File: config.mk
export PLATFORM = sky130hd
export DESIGN_NAME = mac_result_drain
export DESIGN_NICKNAME = d
export VERILOG_FILES = /design/src/rtl/mac_result_drain_pkg.sv /design/src/rtl/mac_drain_fifo.sv /design/src/rtl/mac_result_drain.sv
export SDC_FILE = /design/constraint.sdc
export NUM_CORES = 1
export LEC_CHECK = 0
export ABC_CLOCK_PERIOD_IN_PS = 4500
export CAP_MARGIN = 20
export CORE_ASPECT_RATIO = 1.25
export CORE_MARGIN = 1
export CORE_UTILIZATION = 42
export DETAILED_ROUTE_END_ITERATION = 10
export HOLD_SLACK_MARGIN = 0.1
export PLACE_DENSITY_LB_ADDON = 0.05
export RECOVER_POWER = 50
export SLEW_MARGIN = 30
export SYNTH_ARGS = -nofsm -noshare
export SYNTH_HDL_FRONTEND = slang
export SYNTH_SLANG_ARGS = --single-unit
File: constraint.sdc
create_clock -name clk -period 4.5 [get_ports clk]
set_clock_uncertainty 0.15 [all_clocks]
set_input_delay 0.9 -clock clk [delete_from_list [all_inputs] [get_ports clk]]
set_output_delay 0.9 -clock clk [all_outputs]
set_load 0.02 [all_outputs]
File: src/rtl/mac_result_drain_pkg.sv
// Shared MAC constants and the beats-per-result decode used by the drain.
package mac_result_drain_pkg;

  localparam int MAC_ACC_WIDTH  = 32;
  localparam int MAC_CONF_WIDTH = 3;
  localparam int MAC_LANE_IDX_W = 2;

  localparam logic [1:0] MAC_SINGLE = 2'b00;
  localparam logic [1:0] MAC_DUAL   = 2'b01;
  localparam logic [1:0] MAC_QUAD   = 2'b10;

  // Accumulate results are always emitted whole; mode 2'b11 is raw C.
  function automatic logic [2:0] beats_per_entry(input logic [1:0] mode, input logic acc);
    logic [2:0] n;
    n = 3'd1;
    if (!acc) begin
      case (mode)
        MAC_DUAL: n = 3'd2;
        MAC_QUAD: n = 3'd4;
        default:  n = 3'd1;
      endcase
    end
    return n;
  endfunction

endpackage

File: src/rtl/mac_drain_fifo.sv
// Synchronous FIFO holding captured MAC results; read data is the head entry, combinational.
module mac_drain_fifo #(
  parameter int W     = 35,
  parameter int DEPTH = 4,
  localparam int AW   = $clog2(DEPTH)
) (
  input  logic         clk,
  input  logic         rst,
  input  logic         push,
  input  logic [W-1:0] din,
  input  logic         pop,
  output logic [W-1:0] dout,
  output logic [AW:0]  count,
  output logic         full,
  output logic         empty
);

  logic [W-1:0]  mem [DEPTH];
  logic [AW-1:0] wptr;
  logic [AW-1:0] rptr;

  always_ff @(posedge clk) begin
    if (!rst) begin
      wptr  <= '0;
      rptr  <= '0;
      count <= '0;
    end else begin
      if (push) wptr <= wptr + 1'b1;
      if (pop)  rptr <= rptr + 1'b1;
      case ({push, pop})
        2'b10:   count <= count + 1'b1;
        2'b01:   count <= count - 1'b1;
        default: count <= count;
      endcase
    end
  end

  always_ff @(posedge clk) begin
    if (rst && push) mem[wptr] <= din;
  end

  assign dout  = mem[rptr];
  assign full  = (count == (AW+1)'(DEPTH));
  assign empty = (count == '0);

endmodule

File: src/rtl/mac_result_drain.sv
// Tracks issued MAC ops, captures C one cycle after en, and serializes each result into lane beats.
module mac_result_drain
  import mac_result_drain_pkg::*;
#(
  parameter int ACC_W = MAC_ACC_WIDTH,
  parameter int DEPTH = 4
) (
  input  logic                      clk,
  input  logic                      rst,
  input  logic                      mac_en,
  input  logic [1:0]                mac_mode,
  input  logic                      mac_acc,
  input  logic [ACC_W-1:0]          mac_c,
  output logic                      issue_ok,
  output logic                      out_valid,
  input  logic                      out_ready,
  output logic [ACC_W-1:0]          out_data,
  output logic [MAC_LANE_IDX_W-1:0] out_lane,
  output logic                      out_last,
  output logic                      overflow
);

  localparam int AW = $clog2(DEPTH);
  localparam int EW = ACC_W + 3;
  localparam int H  = ACC_W / 2;
  localparam int Q  = ACC_W / 4;

  logic                      inflight;
  logic [1:0]                mode_q;
  logic                      acc_q;
  logic [MAC_LANE_IDX_W-1:0] lane;

  logic [EW-1:0]    dout;
  logic [AW:0]      count;
  logic             full;
  logic             empty;
  logic             push;
  logic             pop;
  logic             beat_fire;
  logic             is_last;
  logic [2:0]       nbeats;
  logic [ACC_W-1:0] head_c;
  logic [ACC_W-1:0] lane_val;

  // An op still in the MAC pipeline holds a slot so its result always has room.
  assign issue_ok = ({1'b0, count} + (AW+2)'(inflight)) < (AW+2)'(DEPTH);

  always_ff @(posedge clk) begin
    if (!rst) begin
      inflight <= 1'b0;
      mode_q   <= '0;
      acc_q    <= 1'b0;
      overflow <= 1'b0;
      lane     <= '0;
    end else begin
      inflight <= mac_en & issue_ok;
      mode_q   <= mac_mode;
      acc_q    <= mac_acc;
      if (mac_en && !issue_ok) overflow <= 1'b1;
      if (beat_fire) lane <= is_last ? '0 : lane + 2'd1;
    end
  end

  assign push = inflight & ~full;

  mac_drain_fifo #(.W(EW), .DEPTH(DEPTH)) u_fifo (
    .clk   (clk),
    .rst   (rst),
    .push  (push),
    .din   ({mac_c, mode_q, acc_q}),
    .pop   (pop),
    .dout  (dout),
    .count (count),
    .full  (full),
    .empty (empty)
  );

  assign head_c  = dout[EW-1:3];
  assign nbeats  = beats_per_entry(dout[2:1], dout[0]);
  assign is_last = (3'(lane) == nbeats - 3'd1);

  always_comb begin
    lane_val = '0;
    case (nbeats)
      3'd2: lane_val[H-1:0] = lane[0] ? head_c[2*H-1:H] : head_c[H-1:0];
      3'd4: begin
        case (lane)
          2'd0:    lane_val[Q-1:0] = head_c[Q-1:0];
          2'd1:    lane_val[Q-1:0] = head_c[2*Q-1:Q];
          2'd2:    lane_val[Q-1:0] = head_c[3*Q-1:2*Q];
          default: lane_val[Q-1:0] = head_c[4*Q-1:3*Q];
        endcase
      end
      default: lane_val = head_c;
    endcase
  end

  assign out_valid = ~empty;
  assign beat_fire = out_valid & out_ready;
  assign pop       = beat_fire & is_last;
  // Outputs are forced to zero when idle so the unreset FIFO storage never leaks out.
  assign out_data  = out_valid ? lane_val : '0;
  assign out_lane  = out_valid ? lane : '0;
  assign out_last  = out_valid & is_last;

endmodule
[Word-level counts from Yosys, hierarchy flattened]
Memories as Yosys holds them, arrays and structs flattened. A register that Yosys moved wholly into a read port is not among the register bits.
Cells that the tools add are included.
Word-level totals
  register bits after elaboration: 14
  output and inout bits: 38
  memories: 1
  memory bits (writable): 140
  latch bits: 0
  bits in read-only memories: 0
Memory list
  u_fifo.mem: depth 4, bits a word 35, rd ports 1, clocked after Yosys merged registers in 1, wr ports 1, RTL line mac_drain_fifo.sv:18  | logic [W-1:0] mem [DEPTH];
Cells by class
  bitwise gates (word level): 7
  div/mod/pow operators: 0
  reduce and logical (&&, ||, !) cells: 7
  multiply operators: 0
  equality and inequality tests: 10
  mux-type cells: 15
  add/sub/neg operators: 7
  shift operators: 0
  magnitude comparators: 1
Operators with widths (count)
  $mux W16: 2
  $mux W32: 1
  $pmux W8 S2: 2
  $pmux W8 S3: 1
  $pmux W3 S2: 2
  $mux W2: 4
  $add A2 B1 Y2 const B: 3
  $eq A2 B1 Y1 const B: 3
  $eq A2 B2 Y1 const B: 3
  $eq A3 B3 Y1 const B: 2
  $sub A3 B1 Y3 const B: 2
  $and A1 B1 Y1: 5
  $add A3 B1 Y4: 1
  $lt A4 B3 Y1 const B: 1
  $add A3 B1 Y3 const B: 1
  $eq A2 B3 Y1: 1
  $eq A3 B2 Y1 const B: 1
  $logic_not A3 Y1: 1
  $mux W3: 1
  $logic_and A1 B1 Y1: 2
  $logic_not A2 Y1: 1
  $mux W1: 2
  $not A1 Y1: 2
  $reduce_bool A2 Y1: 1
  other kinds (2): 2

[Depth between registers and ports, before layout]
  depth after elaboration: 8
  mapped depth: 18
  depth with buffers taken out: 14

[Cells and area by module]
Synthesis repeated with hierarchy kept, for this count alone.
Unflattened totals
  cells, all modules: 399
  area, all modules: 6917.9 µm²
Modules (own cells, without submodules)
  mac_drain_fifo: times used 1, cells an instance 230, area an instance 5556.6 µm²
  mac_result_drain: times used 1, cells an instance 169, area an instance 1361.3 µm²

[Worst setup path before layout]
OpenSTA, ideal clock, no wires.
  kind: register -> output
  from: register with a tool-made name
  to: output out_data[15]
  data arrival time: 3333 ps
  data required time: 3450 ps
  stages on the path, launching flop included: 15
  slack: 117 ps
  buffers on the path: 5
  path through: dfxtp_1 > buf_4 > buf_4 > buf_2 > mux4_2 > ha_1 > nor2_1 > ha_1 > and2_1 > clkbuf_1 > o21a_1 > buf_2 > and2_1 > a31oi_1 > nor2_1
RTL lines
  end: declaration: RTL line mac_result_drain.sv:17  | output logic [ACC_W-1:0] out_data,

==> summary by stage <==
Yosys
In this run the biggest area consumer among cell types represents 61.1% of the synthesized area. The most frequently used cell type in the post-synthesis netlist is sky130_fd_sc_hd__edfxtp_1. The largest area contributor in the synthesized netlist is sky130_fd_sc_hd__edfxtp_1. The count of cell types in the netlist is 46. In the synthesized netlist, mux cells make up 12.5% of the area. The commonest cells after synthesis are sky130_fd_sc_hd__edfxtp_1 (140), sky130_fd_sc_hd__nand2_1 (37), sky130_fd_sc_hd__mux2i_1 (25), sky130_fd_sc_hd__mux4_2 (25), sky130_fd_sc_hd__and3_1 (21). The synthesized design contains 156 register bits.

The number of nets in the synthesized netlist is 502. The synthesized netlist devotes 6.62% of its cell area to compound gates. The synthesized cell area is 0.00688 sq mm.

Of the total synthesized cell area, the portion taken by full adders, half adders and majority gates is 2.84%. The flip-flop cell with the highest count after synthesis is sky130_fd_sc_hd__edfxtp_1. By area, the combinational part of the netlist is dominated by multiplexers. In the post-synthesis netlist, the biggest area contributors are sky130_fd_sc_hd__edfxtp_1 (61%), sky130_fd_sc_hd__mux4_2 (8.2%), sky130_fd_sc_hd__dfxtp_1 (4.7%), sky130_fd_sc_hd__mux2i_1 (3.6%), sky130_fd_sc_hd__ha_1 (2.5%). During synthesis, Yosys emitted a total of 0 warnings. Of the total synthesized cell area, the portion taken by XOR and XNOR cells is 0.636%. The instance count of the mapped netlist is 448.

Of all flip-flops after synthesis, the portion carrying an async set or reset was 0%. A synthesized cell averages 15.4 sq um. The share of the Yosys chip area taken by registers is 65.7%.

Counting flops with a built-in enable in the synthesized netlist gives 140. The area fraction in and, or, nand and nor cells after synthesis is 9.04%.

Placed design
The port buffer count is 76. The placed cell area is 0.00788 sq mm. Detailed placement ended at an HPWL of 10300 microns.

Routability-driven placement finished with a final weighted congestion of 0.851.

Final layout
The count of inserted antenna diode cells is 0. The synthesis-to-layout area growth is 23.7%. The count of filler cells inserted in the layout is 1388.

With fillers left out, the area of the finished cells amounts to 0.00851 sq mm. The post-layout net count is 585. The share of post-route cells with drive strength above 1 is 15.6%.

Worst setup path
The peak per-stage delay on the critical path is 0.53 ns. The data arrival time at the worst-slack endpoint is 3.28 ns. The maximum fanout along the worst path is 8. The number of cells on the worst reg-to-reg path is 14. Data on the critical path is required at its endpoint by 3.45 ns. STA classifies the critical path endpoint as a primary output.

Walking the worst path, the cells encountered are mux4_2 > ha_1 > nor2_2 > ha_2 > and2_1 > o21a_1 > a21oi_4 > a32oi_1 > nor2_1 > dlygate4sd2_1. The worst reg-to-reg setup slack is 0.65 ns. The worst setup path is launched from a flop. The capture point of the worst reg-to-reg path is u_fifo.count[2]. The slowest stage of the critical path is the sky130_fd_sc_hd__mux4_2 cell. The type of the setup path with the least slack is flop to primary output.

Clock network
Buffers inserted during clock tree synthesis total 17. The source-to-sink clock delay at the later pin of the worst-skew pair is 0.43 ns. The clock net in this run drives a total of 156 sinks. The clock-pin slew reported for the worst setup and hold paths after clock tree synthesis is 0.06 ns. The post-CTS setup buffer count is 0.

The root buffer selected by CTS is sky130_fd_sc_hd__clkbuf_16. The clock tree from TritonCTS is done. The buffer levels on the longest clock path is 2. The H-tree generated during clock tree synthesis spans 4 levels.

Run status
The run finished with clean final reports.

STA
The minimum period implied by the final worst setup slack is 4.33 ns. The final hold violation count is 0. Dividing the final minimum period by the clock period gives 96.2%. Setup repair after global routing left no endpoint under its margin. Setup violations remaining at the end of the flow were counted as 0.

The peak clock frequency supported by timing is 0.231 GHz. The max-slew violation count was 0. Summed over all failing endpoints, the final setup total negative slack is 0 ns. The headroom to the max-slew limit is 24.5%. For the pin with the worst max-slew slack, the measured transition is 1.13 ns.

Across all hold checks on the routed design, the worst slack comes to 0.318 ns.

Routing
The number of DRC markers in iteration 0 is 276. For this run, the detailed router's first-pass iteration total came to 5. After detailed routing, the number of remaining DRC violations is 0. The remaining number of nets flagged by the antenna check after routing is 0.

The ratio of routed vias to standard cells is 5.44. The average wire per standard cell is 20.6 microns. The routed design has 15600 microns of wire. The number of vias in the routed layout is 4116.

Job
The tool flagged a number of max-cap violations equal to 0.

Global route
The number of global-route vias before repair was 4189. The maximum number of pins on one net before global-route repair is 36. The number of antenna violations at the first check in global routing is 1.

The combined global-route utilization of all metal layers is 19.8%. For this run the aggregate overflow at the end of global routing stands at 0. The first global-routing pass estimated 23900 microns of wire.

Floorplan
During I/O placement, the number of pins put on the boundary was 77. The site row count is 51. The horizontal die dimension is 116 microns. The area of the die is 0.0169 sq mm.

The y dimension of the die is 145 microns. The initial core utilization is 43.5%. After floorplanning, the core was sized to cover 0.0158 sq mm.

Worst hold path
The worst hold path terminates at overflow. Counting instances, the worst hold path has a depth of 1. The type of the worst min-delay path is flop to flop.

The start point of the worst min-delay path is overflow.

Pwr
The leakage power of the design is 0.00312 uW. The worst-case IR drop observed on VDD is 0.206 mV. Power spread over the standard cell area amounts to 419 mW/mm^2.
report_power, final:
part | switching (uW) | internal, uW | leakage [uW]
combinational | 283 | 203 | 0.00141
sequential | 17.0 | 1610 | 0.00140
clock | 550 | 909 | 0.000304
total | 850 | 2720 | 0.00312
repair_timing:
action / CTS / global route
resized for setup: 25 / 19
hold buffers: 0 / 0
pin swaps: 0 / 0
endpoints found under the setup margin: 23 / 25
cell usage in the layout, fill, tap and decap left out, types with 4 or more instances in the layout:
| master | count |
|---|---|
| sky130_fd_sc_hd__a21oi_1 | 7 |
| sky130_fd_sc_hd__a221oi_1 | 6 |
| sky130_fd_sc_hd__a32oi_1 | 7 |
| sky130_fd_sc_hd__and2_1 | 4 |
| sky130_fd_sc_hd__and3_1 | 20 |
| sky130_fd_sc_hd__buf_4 | 13 |
| sky130_fd_sc_hd__clkbuf_16 | 21 |
| sky130_fd_sc_hd__clkbuf_2 | 4 |
| sky130_fd_sc_hd__clkdlybuf4s50_1 | 9 |
| sky130_fd_sc_hd__dfxtp_1 | 14 |
| sky130_fd_sc_hd__dlygate4sd2_1 | 20 |
| sky130_fd_sc_hd__dlygate4sd3_1 | 34 |
| sky130_fd_sc_hd__dlymetal6s2s_1 | 10 |
| sky130_fd_sc_hd__edfxtp_1 | 140 |
| sky130_fd_sc_hd__ha_1 | 12 |
| sky130_fd_sc_hd__inv_1 | 11 |
| sky130_fd_sc_hd__mux2i_1 | 25 |
| sky130_fd_sc_hd__mux4_2 | 25 |
| sky130_fd_sc_hd__nand2_1 | 36 |
| sky130_fd_sc_hd__nand2b_1 | 13 |
| sky130_fd_sc_hd__nand3_1 | 6 |
| sky130_fd_sc_hd__nor2_1 | 17 |
| sky130_fd_sc_hd__nor2b_1 | 4 |
| sky130_fd_sc_hd__nor3b_1 | 6 |
| sky130_fd_sc_hd__o21ai_0 | 11 |
| sky130_fd_sc_hd__o221ai_1 | 8 |
| sky130_fd_sc_hd__o22ai_1 | 8 |
stage by stage:
step	setup slack (ns)	total power, uW	std cells	utilization, %
finish	0.171	3570	756	53.8
global route	0.00429	3700	756	53.8
CTS	0.00101	3610	756	53.6
detailed placement	0.203	2170	724	49.8
global placement	0.251	2170	724	49.8
floorplan	0.117	1940	448	-
worst max path at each step:
stage	cells past startpoint	start	to	slack (ns)
2_1_floorplan	14	flop	out_data[15]	0.12
3_3_place_gp	12	flop	out_data[15]	0.25
3_5_place_dp	12	flop	out_data[15]	0.20
4_1_cts	9	flop	out_data[20]	0.001
5_1_grt	11	flop	out_data[8]	0.004
6_report	10	flop	out_data[14]	0.17
kinds of logic (layout without fill, tap and decap cells):
| family | count (synthesis) | count (layout) |
|---|---|---|
| flip-flops | 156 | 156 |
| AO/OA/AOI/OAI | 62 | 62 |
| AND/OR/NAND/NOR | 119 | 119 |
| multiplexers | 53 | 53 |
| XOR/XNOR | 5 | 5 |
| buffers and inverters | 38 | 134 |
| adder cells (fa/ha/maj) | 15 | 15 |
routing by layer:
| layer | up-vias | routed length [microns] | track usage, % |
|---|---|---|---|
| met5 | - | 0 | 0 |
| met4 | 0 | 490 | 10.8 |
| met3 | 33 | 916 | 4.85 |
| met2 | 146 | 7760 | 31.0 |
| met1 | 2024 | 6420 | 24.9 |
| li1 | 1913 | - | - |
worst max-delay path, delay by kind of cell, from the launching register on:
| family | cells | cell delay, ns |
|---|---|---|
| AO/OA/AOI/OAI | 3 | 0.56 |
| adder cells (fa/ha/maj) | 2 | 0.59 |
| buffers and inverters | 1 | 0.36 |
| flip-flops | 1 | 0.39 |
| multiplexers | 1 | 0.53 |
| AND/OR/NAND/NOR | 3 | 0.43 |
cell type report:
| type | instances | area [sq um] | area share (%) |
|---|---|---|---|
| clock buffer | 25 | 551 | 6.47 |
| clock inverter | 7 | 73.8 | 0.867 |
| inverter | 11 | 41.3 | 0.485 |
| multi-input combinational | 254 | 2200 | 25.8 |
| sequential | 156 | 4530 | 53.2 |
| tap | 212 | 265 | 3.12 |
| timing repair buffer | 91 | 858 | 10.1 |
sequential cells by signal, indices dropped and copies added (netlist names), named ones only:
name / flops
acc_q: 1
lane: 2
u_fifo.wptr: 2
mode_q: 2
overflow: 1
u_fifo.count: 3
u_fifo.mem: 140
inflight: 1
u_fifo.rptr: 2
Note: power is estimated with default switching activity, not from simulation.
